## config.mk

```make
export PLATFORM = sky130hd
export DESIGN_NAME = playfield_clear_ctrl
export DESIGN_NICKNAME = d
export VERILOG_FILES = /design/src/rtl/playfield_clear_ctrl.sv
export SDC_FILE = /design/constraint.sdc
export NUM_CORES = 1
export LEC_CHECK = 0
export ABC_AREA = 1
export BUFFER_PORTS_ARGS = -buffer_cell sky130_fd_sc_hd__buf_2
export CORE_AREA = 2 2 84 86
export DETAILED_ROUTE_END_ITERATION = 7
export DIE_AREA = 0 0 86 88
export PLACE_DENSITY_LB_ADDON = 0.05
export SLEW_MARGIN = 20
export SYNTH_ARGS = -nofsm -noshare
export SYNTH_HDL_FRONTEND = slang
export SYNTH_SLANG_ARGS = --single-unit
```

## constraint.sdc

```tcl
create_clock -name gm_clk -period 6.3 [get_ports gm_clk]
set_input_delay 0.315 -clock gm_clk [delete_from_list [all_inputs] [get_ports gm_clk]]
set_output_delay 0.315 -clock gm_clk [all_outputs]
set_load 0.05 [all_outputs]
```

## src/rtl/playfield_clear_ctrl.sv

```systemverilog
// rtl/playfield_clear_ctrl.sv - line-clear sequencer: compacts non-full rows, zero-fills the top, scores.
// Optional COMBO_SCORE_EN selects tiered combo scoring instead of linear points per line.
module playfield_clear_ctrl #(
  parameter int ROWS     = 20,
  parameter int COLS     = 10,
  parameter int CELL_W   = 4,
  parameter int LINE_PTS = 100,
  localparam int AW = $clog2(ROWS),
  localparam int NW = $clog2(ROWS + 1),
  localparam int DW = COLS * CELL_W
) (
  input  logic          gm_clk,
  input  logic          gm_rst,
  input  logic          start,
  input  logic          score_clr,
  output logic          busy,
  output logic          done,
  output logic [NW-1:0] lines_cleared,
  output logic [15:0]   score,
  output logic [AW-1:0] rd_addr,
  input  logic [DW-1:0] rd_data,
  output logic          wr_en,
  output logic [AW-1:0] wr_addr,
  output logic [DW-1:0] wr_data
);

  typedef enum logic [2:0] {S_IDLE, S_RD, S_EV, S_FILL, S_DONE} state_t;

  state_t        state, state_d;
  logic [AW-1:0] r, r_d, w, w_d, f, f_d;
  logic [NW-1:0] n, n_d;
  logic          row_full;
  logic [16:0]   inc, sum;

`ifdef COMBO_SCORE_EN
  function automatic logic [16:0] line_inc(input logic [NW-1:0] k);
    logic [16:0] rem_pts;
    case (k[1:0])
      2'd1:    rem_pts = 17'd100;
      2'd2:    rem_pts = 17'd300;
      2'd3:    rem_pts = 17'd500;
      default: rem_pts = 17'd0;
    endcase
    return 17'(k >> 2) * 17'd800 + rem_pts;
  endfunction
`else
  function automatic logic [16:0] line_inc(input logic [NW-1:0] k);
    return 17'(k) * 17'(LINE_PTS);
  endfunction
`endif

  assign inc     = line_inc(n);
  assign sum     = {1'b0, score} + inc;
  assign busy    = (state == S_RD) || (state == S_EV) || (state == S_FILL);
  assign done    = (state == S_DONE);
  assign rd_addr = r;

  always_comb begin
    row_full = 1'b1;
    for (int c = 0; c < COLS; c++) begin
      if (rd_data[c*CELL_W +: CELL_W] == '0) row_full = 1'b0;
    end
  end

  always_comb begin
    state_d = state;
    r_d     = r;
    w_d     = w;
    n_d     = n;
    f_d     = f;
    wr_en   = 1'b0;
    wr_addr = '0;
    wr_data = '0;
    case (state)
      S_IDLE: begin
        if (start) begin
          r_d     = AW'(ROWS - 1);
          w_d     = AW'(ROWS - 1);
          n_d     = '0;
          f_d     = '0;
          state_d = S_RD;
        end
      end
      S_RD: state_d = S_EV;
      S_EV: begin
        if (row_full) begin
          n_d = n + 1'b1;
        end else begin
          // w only trails r once a full row has been skipped
          if (w != r) begin
            wr_en   = 1'b1;
            wr_addr = w;
            wr_data = rd_data;
          end
          w_d = w - 1'b1;
        end
        if (r == '0) begin
          state_d = (n_d != '0) ? S_FILL : S_DONE;
        end else begin
          r_d     = r - 1'b1;
          state_d = S_RD;
        end
      end
      S_FILL: begin
        wr_en   = 1'b1;
        wr_addr = f;
        f_d     = f + 1'b1;
        if (NW'(f) + 1'b1 == n) state_d = S_DONE;
      end
      S_DONE: state_d = S_IDLE;
      default: state_d = S_IDLE;
    endcase
  end

  always_ff @(posedge gm_clk or posedge gm_rst) begin
    if (gm_rst) begin
      state <= S_IDLE;
      r     <= '0;
      w     <= '0;
      n     <= '0;
      f     <= '0;
    end else begin
      state <= state_d;
      r     <= r_d;
      w     <= w_d;
      n     <= n_d;
      f     <= f_d;
    end
  end

  // clear beats a coincident end-of-pass increment
  always_ff @(posedge gm_clk or posedge gm_rst) begin
    if (gm_rst) begin
      score         <= '0;
      lines_cleared <= '0;
    end else begin
      if (state == S_DONE) lines_cleared <= n;
      if (score_clr) score <= '0;
      else if (state == S_DONE) score <= sum[16] ? 16'hFFFF : sum[15:0];
    end
  end

endmodule
```

**Word-level counts from Yosys, hierarchy flattened**

Index checks and enable logic that the tools add are counted.

- Input bits: 44
- Output and inout bits: 74
- Bits in registers: 44

- Eq/ne operators: 10
- Multipliers: 1
- Reductions and logical operators: 23
- Multiplexer cells: 37
- Add/subtract/negate cells: 5

Operator list:

| kind | number |
|---|---|
| 2-to-1 mux 40 bit | 3 |
| case mux 5 bit (2 select lines) | 5 |
| 2-to-1 mux 16 bit | 3 |
| zero test 4 bit | 10 |
| 2-to-1 mux 5 bit | 8 |
| adder 16 x 12 -> 17 bit | 1 |
| 2-to-1 mux 1 bit | 12 |
| 2-to-1 mux 3 bit | 4 |
| case mux 3 bit (4 select lines) | 1 |
| adder 5 x 1 -> 5 bit (second input constant) | 2 |
| multiplier 5 x 5 -> 10 bit (second input constant) | 1 |
| subtractor 5 x 1 -> 5 bit (second input constant) | 2 |
| equality test 3 x 2 -> 1 bit (second input constant) | 2 |
| != test 2 bit (second input constant) | 3 |
| AND reduction 2 bit | 3 |
| AND reduction 3 bit | 2 |
| nonzero test 2 bit | 3 |
| equality test 5 bit | 1 |
| zero test 5 bit | 1 |
| != test 5 bit | 1 |
| nonzero test 5 bit | 1 |
| equality test 3 x 1 -> 1 bit (second input constant) | 1 |
| equality test 3 bit (second input constant) | 1 |
| zero test 3 bit | 1 |
| other kinds (3) | 4 |

**Longest topological paths before layout**

Gate-level depths: netlist (run 1).

- Depth after elaboration: 17
- Mapped depth: 21

**Worst setup path before layout (run 1)**

Ideal clock, no wire load.

- Path type: flip-flop to flip-flop
- Start point: register n[3]
- End point: register score[14]
- Stages on the path, launching flop included: 22
- Setup time: 0.118 ns
- Setup slack: 2.897 ns
- Path buffers: 0
- Data arrival time: 3.285 ns
- Clock period less this slack: 3.403 ns
- Cell sequence: dfrtp_1 inv_1 ha_1 inv_1 ha_1 ha_1 ha_1 or2_2 nand2_1 inv_1 ha_1 nand2_1 inv_1 nand2_1 nand3_1 nand2_1 nand2_1 a21oi_2 nor2_2 or2_1 nand3_1 nand2_1

- Longest elaborated chain between the ends: 5

Ends and longest elaborated chain:

| item | line | source |
|---|---|---|
| start, declared | 31 | `logic [NW-1:0] n, n_d;` |
| start signal, assigned | 126 | `n <= n_d;` |
| multiplier 5 x 5 -> 10 bit | 48 | `return 17'(k) * 17'(LINE_PTS);` |
| adder 16 x 12 -> 17 bit | 53 | `assign sum = {1'b0, score} + inc;` |
| 2-to-1 mux 16 bit (2 in a row) | 139 | `else if (state == S_DONE) score <= sum[16] ? 16'hFFFF : sum[15:0];` |
| 2-to-1 mux 16 bit | 138 | `if (score_clr) score <= '0;` |
| end signal, assigned | 139 |  |
| end, declared | 19 | `output logic [15:0] score,` |

No other way between the ends. The select of a mux whose other input is x is not followed.
A chain may end at the register's enable or synchronous reset.

**Worst setup path after layout (run 1)**

- Start point: register n[3]
- End point: register score[6]

Same word-level chain as after synthesis.

==> flow_metrics.env, run 1 <==
export IMPL_portBuffers=117
export IMPL_cellPowerDensity_mw_per_mm2=355
export IMPL_wirelength_um=8850
export IMPL_period_share_pct=61.2
export IMPL_crit_fanout=12
export IMPL_clkTransAtPathRegs_ns=0.09
export IMPL_p_total_mw=1.54
export IMPL_die_area_mm2=0.00757
export IMPL_clockRootBuffer="clkbuf_8"
export IMPL_peakVddDrop_v=0.000244
export IMPL_cap_violations=0
export IMPL_antenna_cells=0
export IMPL_seqCellArea_mm2=0.00108
export IMPL_dp_slack_ns=2.46
export IMPL_gp_congestion=0.886
export IMPL_grt_first_pass_wirelength_um=14200
export IMPL_syn_inst=507
export IMPL_die_h_um=88
export IMPL_synth_top_area_cell="dfrtp_1"
export IMPL_synth_top_area_share_pct=30.1
export IMPL_drc=0
export IMPL_relSlewSlack_pct=37.1
export IMPL_clock_skew_ns=0.00687
export IMPL_ys_types=40
export IMPL_critPathLaunchType="register"
export IMPL_setup_viol=0
export IMPL_drv_slew=0
export IMPL_fin_crit_ns=3.86
export IMPL_worstMarginPinSlew_ns=0.940
export IMPL_synthesis_area_mm2=0.00357
export IMPL_drt_pass1_iterations=5
export IMPL_fmax_mhz=259
export IMPL_min_path_type="in2async"
export IMPL_synth_edf_count=0
export IMPL_cts_resized=0
export IMPL_status="finished clean"
export IMPL_ys_ff_latch=43
export IMPL_ios=118
export IMPL_finalHoldViolations=0
export IMPL_track_usage_pct=23.4
export IMPL_grt_max_degree=46
export IMPL_setup_ws_ns=2.44
export IMPL_cts_tree="built"
export IMPL_clk_path_buf_depth=2
export IMPL_ctsHoldBuffers=0
export IMPL_syn_nets=582
export IMPL_dp_hpwl_um=6960
export IMPL_drive_gt1_share_pct=26.6
export IMPL_numCtsBuffers=5
export IMPL_instances_no_fill=704
export IMPL_wl_per_cell_um=12.6
export IMPL_die_w_um=86
export IMPL_drt_iter0_drc=207
export IMPL_core_area_mm2=0.00664
export IMPL_fp_row_count=30
export IMPL_num_fill_cells=612
export IMPL_htree_levels=2
export IMPL_final_antenna_net_count=0
export IMPL_yosysWarningCount=0
export IMPL_p_leak_nw=2.72
export IMPL_async_flop_share_pct=100
export IMPL_post_route_util_pct=65.1
export IMPL_crit_type="reg2reg"
export IMPL_yosys_top_cells_area="dfrtp_1 (30%), nand2_1 (12%), ha_1 (10%), inv_1 (9.5%), nor2_1 (7.6%)"
export IMPL_nets=698
export IMPL_grt_pass1_vias=3172
export IMPL_place_inst=696
export IMPL_multi_input_area_mm2=0.00207
export IMPL_synth_seq_area_share_pct=30.1
export IMPL_antenna_found_initial=0
export IMPL_insertion_delay_ns=0.30
export IMPL_end_kind="register"
export IMPL_cp_required_ns=6.45
export IMPL_grt_overflow_total=0
export IMPL_synth_area_per_cell_um2=7.04
export IMPL_initial_core_util_pct=53.7
export IMPL_syn2layout_area_growth_pct=21.1
export IMPL_rsz0062_at_grt="no"
export IMPL_ys_flop_type="dfrtp_1"
export IMPL_dr_total_vias=3514
export IMPL_yosys_top_cells_count="nand2_1 (110), inv_1 (90), nor2_1 (72)"
export IMPL_synth_most_common_cell="nand2_1"
export IMPL_cts_setup_buffers=0
export IMPL_setup_tns_ns=0
export IMPL_cp_arrival_ns=4.00
export IMPL_clkSinkCount=43
export IMPL_via_per_inst=4.99
[final timing paths]
kind                             startpoint          endpoint  slack [ns]  cells after the start
setup / recovery                       n[3]          score[6]        2.44                     20
hold / removal                       gm_rst         score[15]        0.14                      3
setup reg to reg                       n[3]          score[6]        2.44                     20
hold reg to reg            lines_cleared[1]  lines_cleared[1]        0.48                      2
max in group asynchronous            gm_rst        rd_addr[3]        5.77                      3
min in group gm_clk               score_clr          score[0]        0.32                      2
[state kept, by name, summed over array words and instances, names as in the netlist]
register / count
score: 15
w: 5
n: 5
lines_cleared: 5
f: 5
rd_addr: 5
state: 3
[critical path, cell delays in order, from the launching register on]
cell,delay (ns)
dfrtp_1,0.48
inv_1,0.12
ha_1,0.29
inv_1,0.04
ha_1,0.26
ha_1,0.31
ha_1,0.33
or2_2,0.30
nand2_1,0.06
inv_1,0.04
ha_1,0.32
nand2_1,0.10
inv_1,0.04
nand2_1,0.06
nand3_1,0.09
nand2_1,0.09
nand2_1,0.07
a21oi_2,0.18
nor2_2,0.08
nand2_2,0.26
o311ai_0,0.19
[cell families after synthesis]
logic type / count (synthesis) / share of synthesized area, %
AOI/OAI and AO/OA: 65 / 11.3
xor gates and xnor gates: 19 / 4.66
adders and majority gates: 31 / 11.3
buffers and inverters: 107 / 11.9
DFF: 43 / 30.1
and+or+nand+nor: 242 / 30.7
[cell type report]
cell class,instances,area share [%]
Timing Repair Buffer,118,13.7
Clock buffer,6,1.91
Tap cell,80,2.32
Sequential cell,43,24.9
Clock inverter,2,0.810
Inverter,98,8.51
Multi-Input combinational cell,357,47.8
[where the power goes]
| part | internal, mW | leakage [nW] | switching [mW] |
|---|---|---|---|
| Sequential | 0.335 | 0.567 | 0.0671 |
| Clock | 0.128 | 0.0612 | 0.100 |
| Combinational | 0.247 | 2.09 | 0.658 |
| Total | 0.710 | 2.72 | 0.826 |
[metal layers]
metal / vias to the layer above / wire length (um) / track usage, %
met3: 4 / 461 / 4.05
met2: 108 / 4310 / 41.2
met4: 0 / 59 / 5.48
met1: 1580 / 4010 / 30.1
li1: 1822 / - / -
met5: - / 0 / 0
[metrics by stage]
| stage | hold WS, ns | instance area, um2 |
|---|---|---|
| floorplan | 0.423 | 3570 |
| global placement | 0.469 | 4210 |
| detailed placement | 0.468 | 4210 |
| CTS | 0.158 | 4320 |
| global route | 0.190 | 4320 |
| finish | 0.142 | 4320 |
[placed cells by master, fill, tap and decap left out, drive strengths merged]
cell type,synthesis,routed
a211oi,2,2
o311ai,2,2
nor3,2,2
inv,97,97
nand2,116,116
a22oi,3,3
dfrtp,43,43
or2,5,5
o31ai,1,1
xnor2,5,5
a31oi,1,1
buf,7,118
xor2,14,14
a21oi,16,16
clkinv,1,2
fa,2,2
nor2,82,82
ha,29,29
clkbuf,2,6
bufinv,0,1
a21boi,1,1
nand3,31,31
o21bai,1,1
nand4,6,6
o211ai,4,4
o22ai,10,10
o21ai,24,24
No activity file was read; power rests on OpenSTA's default activity.
==> inputs of run 2 (changes only) <==
- ABC_AREA: 1 -> 0
- CORE_AREA: 2 2 84 86 -> 2 2 86 88
- DIE_AREA: 0 0 86 88 -> 0 0 88 90
- clock period: 6.3 -> 3.9 ns (I/O delays scaled with it)
==> flow_metrics.env, run 2 <==
export IMPL_status="finished clean"
export IMPL_cts_resized=0
export IMPL_fin_crit_ns=3.61
export IMPL_grt_max_degree=47
export IMPL_die_h_um=90
export IMPL_drv_slew=0
export IMPL_cp_cell_sequence="inv_1 -> ha_1 -> inv_1 -> ha_1 -> ha_1 -> ha_1 -> a31o_2 -> a21oi_1 -> xnor2_1 -> ha_1 -> a21o_1 -> nand3_1 -> inv_1 -> a21oi_1 -> xor2_1 -> a21oi_1"
export IMPL_drc=0
export IMPL_crit_path_max_incr_delay_ns=0.47
export IMPL_yosysWarningCount=0
export IMPL_clk_path_buf_depth=2
export IMPL_peakVddDrop_v=0.000447
export IMPL_crit_buf_inv=3
export IMPL_relSlewSlack_pct=52.8
export IMPL_ys_ff_latch=43
export IMPL_synth_area_per_cell_um2=8.98
export IMPL_post_route_util_pct=60.3
export IMPL_ys_flop_type="dfrtp_1"
export IMPL_grt_pass1_vias=2955
export IMPL_yosys_top_cells_count="dfrtp_1 (43), and2_4 (32), nor2_1 (32)"
export IMPL_cp_arrival_ns=3.78
export IMPL_cts_setup_buffers=0
export IMPL_startpoint="n[3]"
export IMPL_path_common_cell="ha_1"
export IMPL_drt_pass1_iterations=4
export IMPL_min_path_type="in2async"
export IMPL_regMostFlops="score"
export IMPL_place_inst=595
export IMPL_design_area_mm2=0.00423
export IMPL_core_area_mm2=0.00702
export IMPL_synth_top_area_cell="dfrtp_1"
export IMPL_setup_ws_ns=0.289
export IMPL_synth_most_common_cell="dfrtp_1"
export IMPL_synth_seq_area_share_pct=30.9
export IMPL_setup_viol=0
export IMPL_synthesis_area_mm2=0.00349
export IMPL_synth_edf_count=0
export IMPL_dp_slack_ns=0.281
export IMPL_ctsHoldBuffers=0
export IMPL_grt_first_pass_wirelength_um=13900
export IMPL_critPathLaunchType="register"
export IMPL_mostFrequentLayoutCells="buf_2 (117), dfrtp_1 (43), nor2_1 (32), and2_4 (32), nand2_1 (31)"
export IMPL_clkSinkCount=43
export IMPL_yosys_top_cells_area="dfrtp_1 (31%), ha_1 (10%), and2_4 (8.0%), nor2_1 (3.4%), nand2_1 (3.3%)"
export IMPL_wirelength_um=8450
export IMPL_drive_gt1_share_pct=35.3
export IMPL_syn2layout_area_growth_pct=21.4
export IMPL_clockRootBuffer="clkbuf_8"
export IMPL_critPathTopFamily="adder cells"
export IMPL_cellPowerDensity_mw_per_mm2=558
export IMPL_antenna_found_initial=0
export IMPL_clkTransAtPathRegs_ns=0.08
export IMPL_crit_slowest_cell="dfrtp_1"
export IMPL_die_area_mm2=0.00792
export IMPL_final_antenna_net_count=0
export IMPL_die_w_um=88
export IMPL_end_kind="register"
export IMPL_insertion_delay_ns=0.29
export IMPL_gp_congestion=0.904
export IMPL_async_flop_share_pct=100
export IMPL_fp_row_count=31
export IMPL_reg2reg_from="n[3]"
export IMPL_track_usage_pct=21.8
export IMPL_via_per_inst=5.34
export IMPL_largest_reg_flops=15
export IMPL_clock_skew_ns=0.00519
export IMPL_period_share_pct=92.6
export IMPL_r2r_end="score[13]"
export IMPL_worstMarginPinSlew_ns=0.701
export IMPL_antenna_cells=0
export IMPL_fmax_mhz=277
export IMPL_syn_nets=463
export IMPL_portBuffers=117
export IMPL_htree_levels=2
export IMPL_nets=578
export IMPL_dr_total_vias=3218
export IMPL_setup_tns_ns=0
export IMPL_synth_top_area_share_pct=30.9
export IMPL_reg2reg_slack_ns=0.29
export IMPL_layout_commonest_cell="buf_2"
export IMPL_numCtsBuffers=5
export IMPL_r2r_cells=16
export IMPL_grt_overflow_total=0
export IMPL_syn_inst=388
export IMPL_cts_tree="built"
export IMPL_crit_fanout=8
export IMPL_cap_violations=0
export IMPL_ios=118
export IMPL_instances_no_fill=603
export IMPL_post_dp_cell_area_mm2=0.00415
export IMPL_finalHoldViolations=0
export IMPL_ys_types=58
export IMPL_cp_required_ns=4.06
export IMPL_wl_per_cell_um=14.0
export IMPL_crit_type="reg2reg"
export IMPL_drt_iter0_drc=102
export IMPL_dp_hpwl_um=6700
export IMPL_rsz0062_at_grt="no"
export IMPL_p_leak_nw=2.31
export IMPL_initial_core_util_pct=49.7
-- run 2: per-layer routing --
metal  routed length, um  GRT usage, %  vias to the layer above  share of wire [%]
met2                4010          36.4                      116                 48
met3                 503          2.57                        4                6.0
met5                   0             0                        -                  0
met1                3850          29.9                     1494                 46
met4                  81          5.13                        0               0.96
li1                    -             -                     1604                  -
-- run 2: area by class of cell --
cell class                      instances  area, um2
Clock buffer                            7       76.3
Inverter                               15       56.3
Fill cell                             646       2790
Tap cell                               99        124
Sequential cell                        43       1080
Timing Repair Buffer                  126        653
Clock inverter                          1       5.00
Multi-Input combinational cell        312       2240
-- run 2: how the worst max path moves through the flow --
stage                     end  slack, ns  depth (start not counted)
finish              score[13]       0.29                         16
CTS                 score[13]       0.25                         16
floorplan           score[10]       0.36                         15
global route        score[10]       0.03                         15
global placement    score[10]       0.33                         16
detailed placement  score[13]       0.28                         16
-- run 2: worst min-delay path: cells and delay by family --
family	cells	cell delay [ns]
buf+inv	3	0.60
-- run 2: logic make-up (layout without fill, tap and decap cells) --
group / count (synthesis) / count (layout) / share of synthesized area, %
flops: 43 / 43 / 30.9
fa+ha+maj: 31 / 31 / 11.6
mux: 5 / 5 / 1.51
buf+inv: 33 / 149 / 4.81
simple gates: 161 / 161 / 27.6
compound gates: 89 / 89 / 17.1
xor+xnor: 26 / 26 / 6.53
-- run 2: through the flow --
stage,hold WS [ns],power [mW]
3_3_place_gp,0.365,2.08
4_1_cts,0.0557,2.38
2_1_floorplan,0.261,1.81
5_1_grt,0.109,2.53
6_report,0.0412,2.36
3_5_place_dp,0.381,2.10
-- run 2: report_power, final --
group          internal, mW  leakage, nW  switching, mW
combinational         0.461         1.70          0.975
sequential            0.530        0.566          0.116
clock                 0.126       0.0422          0.151
total                  1.12         2.31           1.24
==> inputs of run 3 (changes only) <==
- PLACE_DENSITY_LB_ADDON: 0.05 -> 0.08
==> flow_metrics.env, run 3 (same netlist as run 2, synthesis figures left out) <==
export IMPL_status="finished clean"
export IMPL_initial_core_util_pct=49.7
export IMPL_die_h_um=90
export IMPL_die_area_mm2=0.00792
export IMPL_dp_slack_ns=0.252
export IMPL_clkTransAtPathRegs_ns=0.09
export IMPL_core_area_mm2=0.00702
export IMPL_drt_iter0_drc=117
export IMPL_fmax_mhz=279
export IMPL_dp_hpwl_um=6760
export IMPL_crit_type="reg2reg"
export IMPL_cp_required_ns=4.08
export IMPL_numCtsBuffers=5
export IMPL_crit_fanout=8
export IMPL_relSlewSlack_pct=56.0
export IMPL_wirelength_um=8550
export IMPL_cellPowerDensity_mw_per_mm2=558
export IMPL_finalHoldViolations=0
export IMPL_gp_congestion=0.864
export IMPL_peakVddDrop_v=0.000396
export IMPL_min_path_type="in2async"
export IMPL_clockRootBuffer="clkbuf_8"
export IMPL_reg2reg_from="n[3]"
export IMPL_period_share_pct=92.1
export IMPL_worstMarginPinSlew_ns=0.658
export IMPL_via_per_inst=5.33
export IMPL_insertion_delay_ns=0.30
export IMPL_p_total_mw=2.37
export IMPL_end_kind="register"
export IMPL_regMostFlops="score"
export IMPL_drc=0
export IMPL_post_dp_cell_area_mm2=0.00416
export IMPL_critPathLaunchType="register"
export IMPL_cap_violations=0
export IMPL_portBuffers=117
export IMPL_setup_ws_ns=0.310
export IMPL_grt_pass1_vias=2956
export IMPL_drive_gt1_share_pct=36.0
export IMPL_syn2layout_area_growth_pct=21.8
export IMPL_layout_commonest_cell="buf_2"
export IMPL_htree_levels=2
export IMPL_dr_total_vias=3218
export IMPL_die_w_um=88
export IMPL_setup_viol=0
export IMPL_fin_crit_ns=3.59
export IMPL_rsz0062_at_grt="no"
export IMPL_mostFrequentLayoutCells="buf_2 (117), dfrtp_1 (42), nor2_1 (32), and2_4 (32), nand2_1 (31)"
export IMPL_wl_per_cell_um=14.2
export IMPL_cp_arrival_ns=3.77
export IMPL_setup_tns_ns=0
export IMPL_track_usage_pct=22.1
export IMPL_drv_slew=0
export IMPL_p_leak_nw=2.32
export IMPL_clkSinkCount=43
export IMPL_fp_row_count=31
export IMPL_grt_first_pass_wirelength_um=14000
export IMPL_drt_pass1_iterations=4
export IMPL_antenna_cells=0
export IMPL_antenna_found_initial=0
export IMPL_final_antenna_net_count=0
export IMPL_startpoint="n[3]"
export IMPL_design_area_mm2=0.00424
export IMPL_largest_reg_flops=15
export IMPL_clk_path_buf_depth=2
export IMPL_ios=118
export IMPL_clock_skew_ns=0.00846
export IMPL_grt_overflow_total=0
export IMPL_nets=579
export IMPL_grt_max_degree=47
export IMPL_cts_tree="built"
export IMPL_ctsHoldBuffers=0
-- run 3: final timing paths --
path / endpoint / slack [ns] / cells after the start
min in group gm_clk: score[12] / 0.24 / 2
max in group asynchronous: n[3] / 3.45 / 3
worst max-delay path: score[13] / 0.31 / 16
worst max register to register: score[13] / 0.31 / 16
worst min-delay path: score[14] / 0.03 / 3
worst min register to register: lines_cleared[0] / 0.48 / 2
-- run 3: repair_timing --
item | in CTS | in global routing
buffers inserted | 0 | 0
setup endpoints to repair | 0 | 1
gates resized for setup | 0 | 1
endpoints found under the hold margin | 0 | 0
-- run 3: final cells by class --
type / count / area (um2)
Tap cell: 99 / 124
Clock buffer: 5 / 68.8
Multi-Input combinational cell: 312 / 2240
Fill cell: 626 / 2780
Timing Repair Buffer: 127 / 661
Sequential cell: 43 / 1080
Inverter: 15 / 56.3
Clock inverter: 3 / 15.0
-- run 3: power by group --
group	internal (mW)	switching [mW]
logic	0.459	0.980
registers	0.530	0.114
clock network	0.123	0.162
-- run 3: layer usage --
metal / share of wire [%] / GRT usage, %
met1: 47 / 30.5
met2: 47 / 36.2
met3: 5.3 / 3.21
met4: 0.90 / 5.51
met5: 0 / 0
-- run 3: stage by stage --
stage	util, %	hold slack (ns)	instances
floorplan	-	0.261	388
global placement	59.2	0.370	596
detailed placement	59.2	0.381	596
CTS	60.4	0.0437	604
global route	60.5	0.107	604
finish	60.5	0.0314	604
-- run 3: worst max-delay path, cell delays in order (launching register included) --
cell and delay, ns:
dfrtp_2 0.45, inv_1 0.11, ha_1 0.28, inv_1 0.03
ha_1 0.26, ha_1 0.29, ha_1 0.34, a31o_2 0.21
a21oi_1 0.17, xnor2_1 0.14, ha_1 0.30, a21o_1 0.20
nand3_1 0.09, inv_1 0.07, a21oi_1 0.26, xor2_1 0.18
a21oi_1 0.08
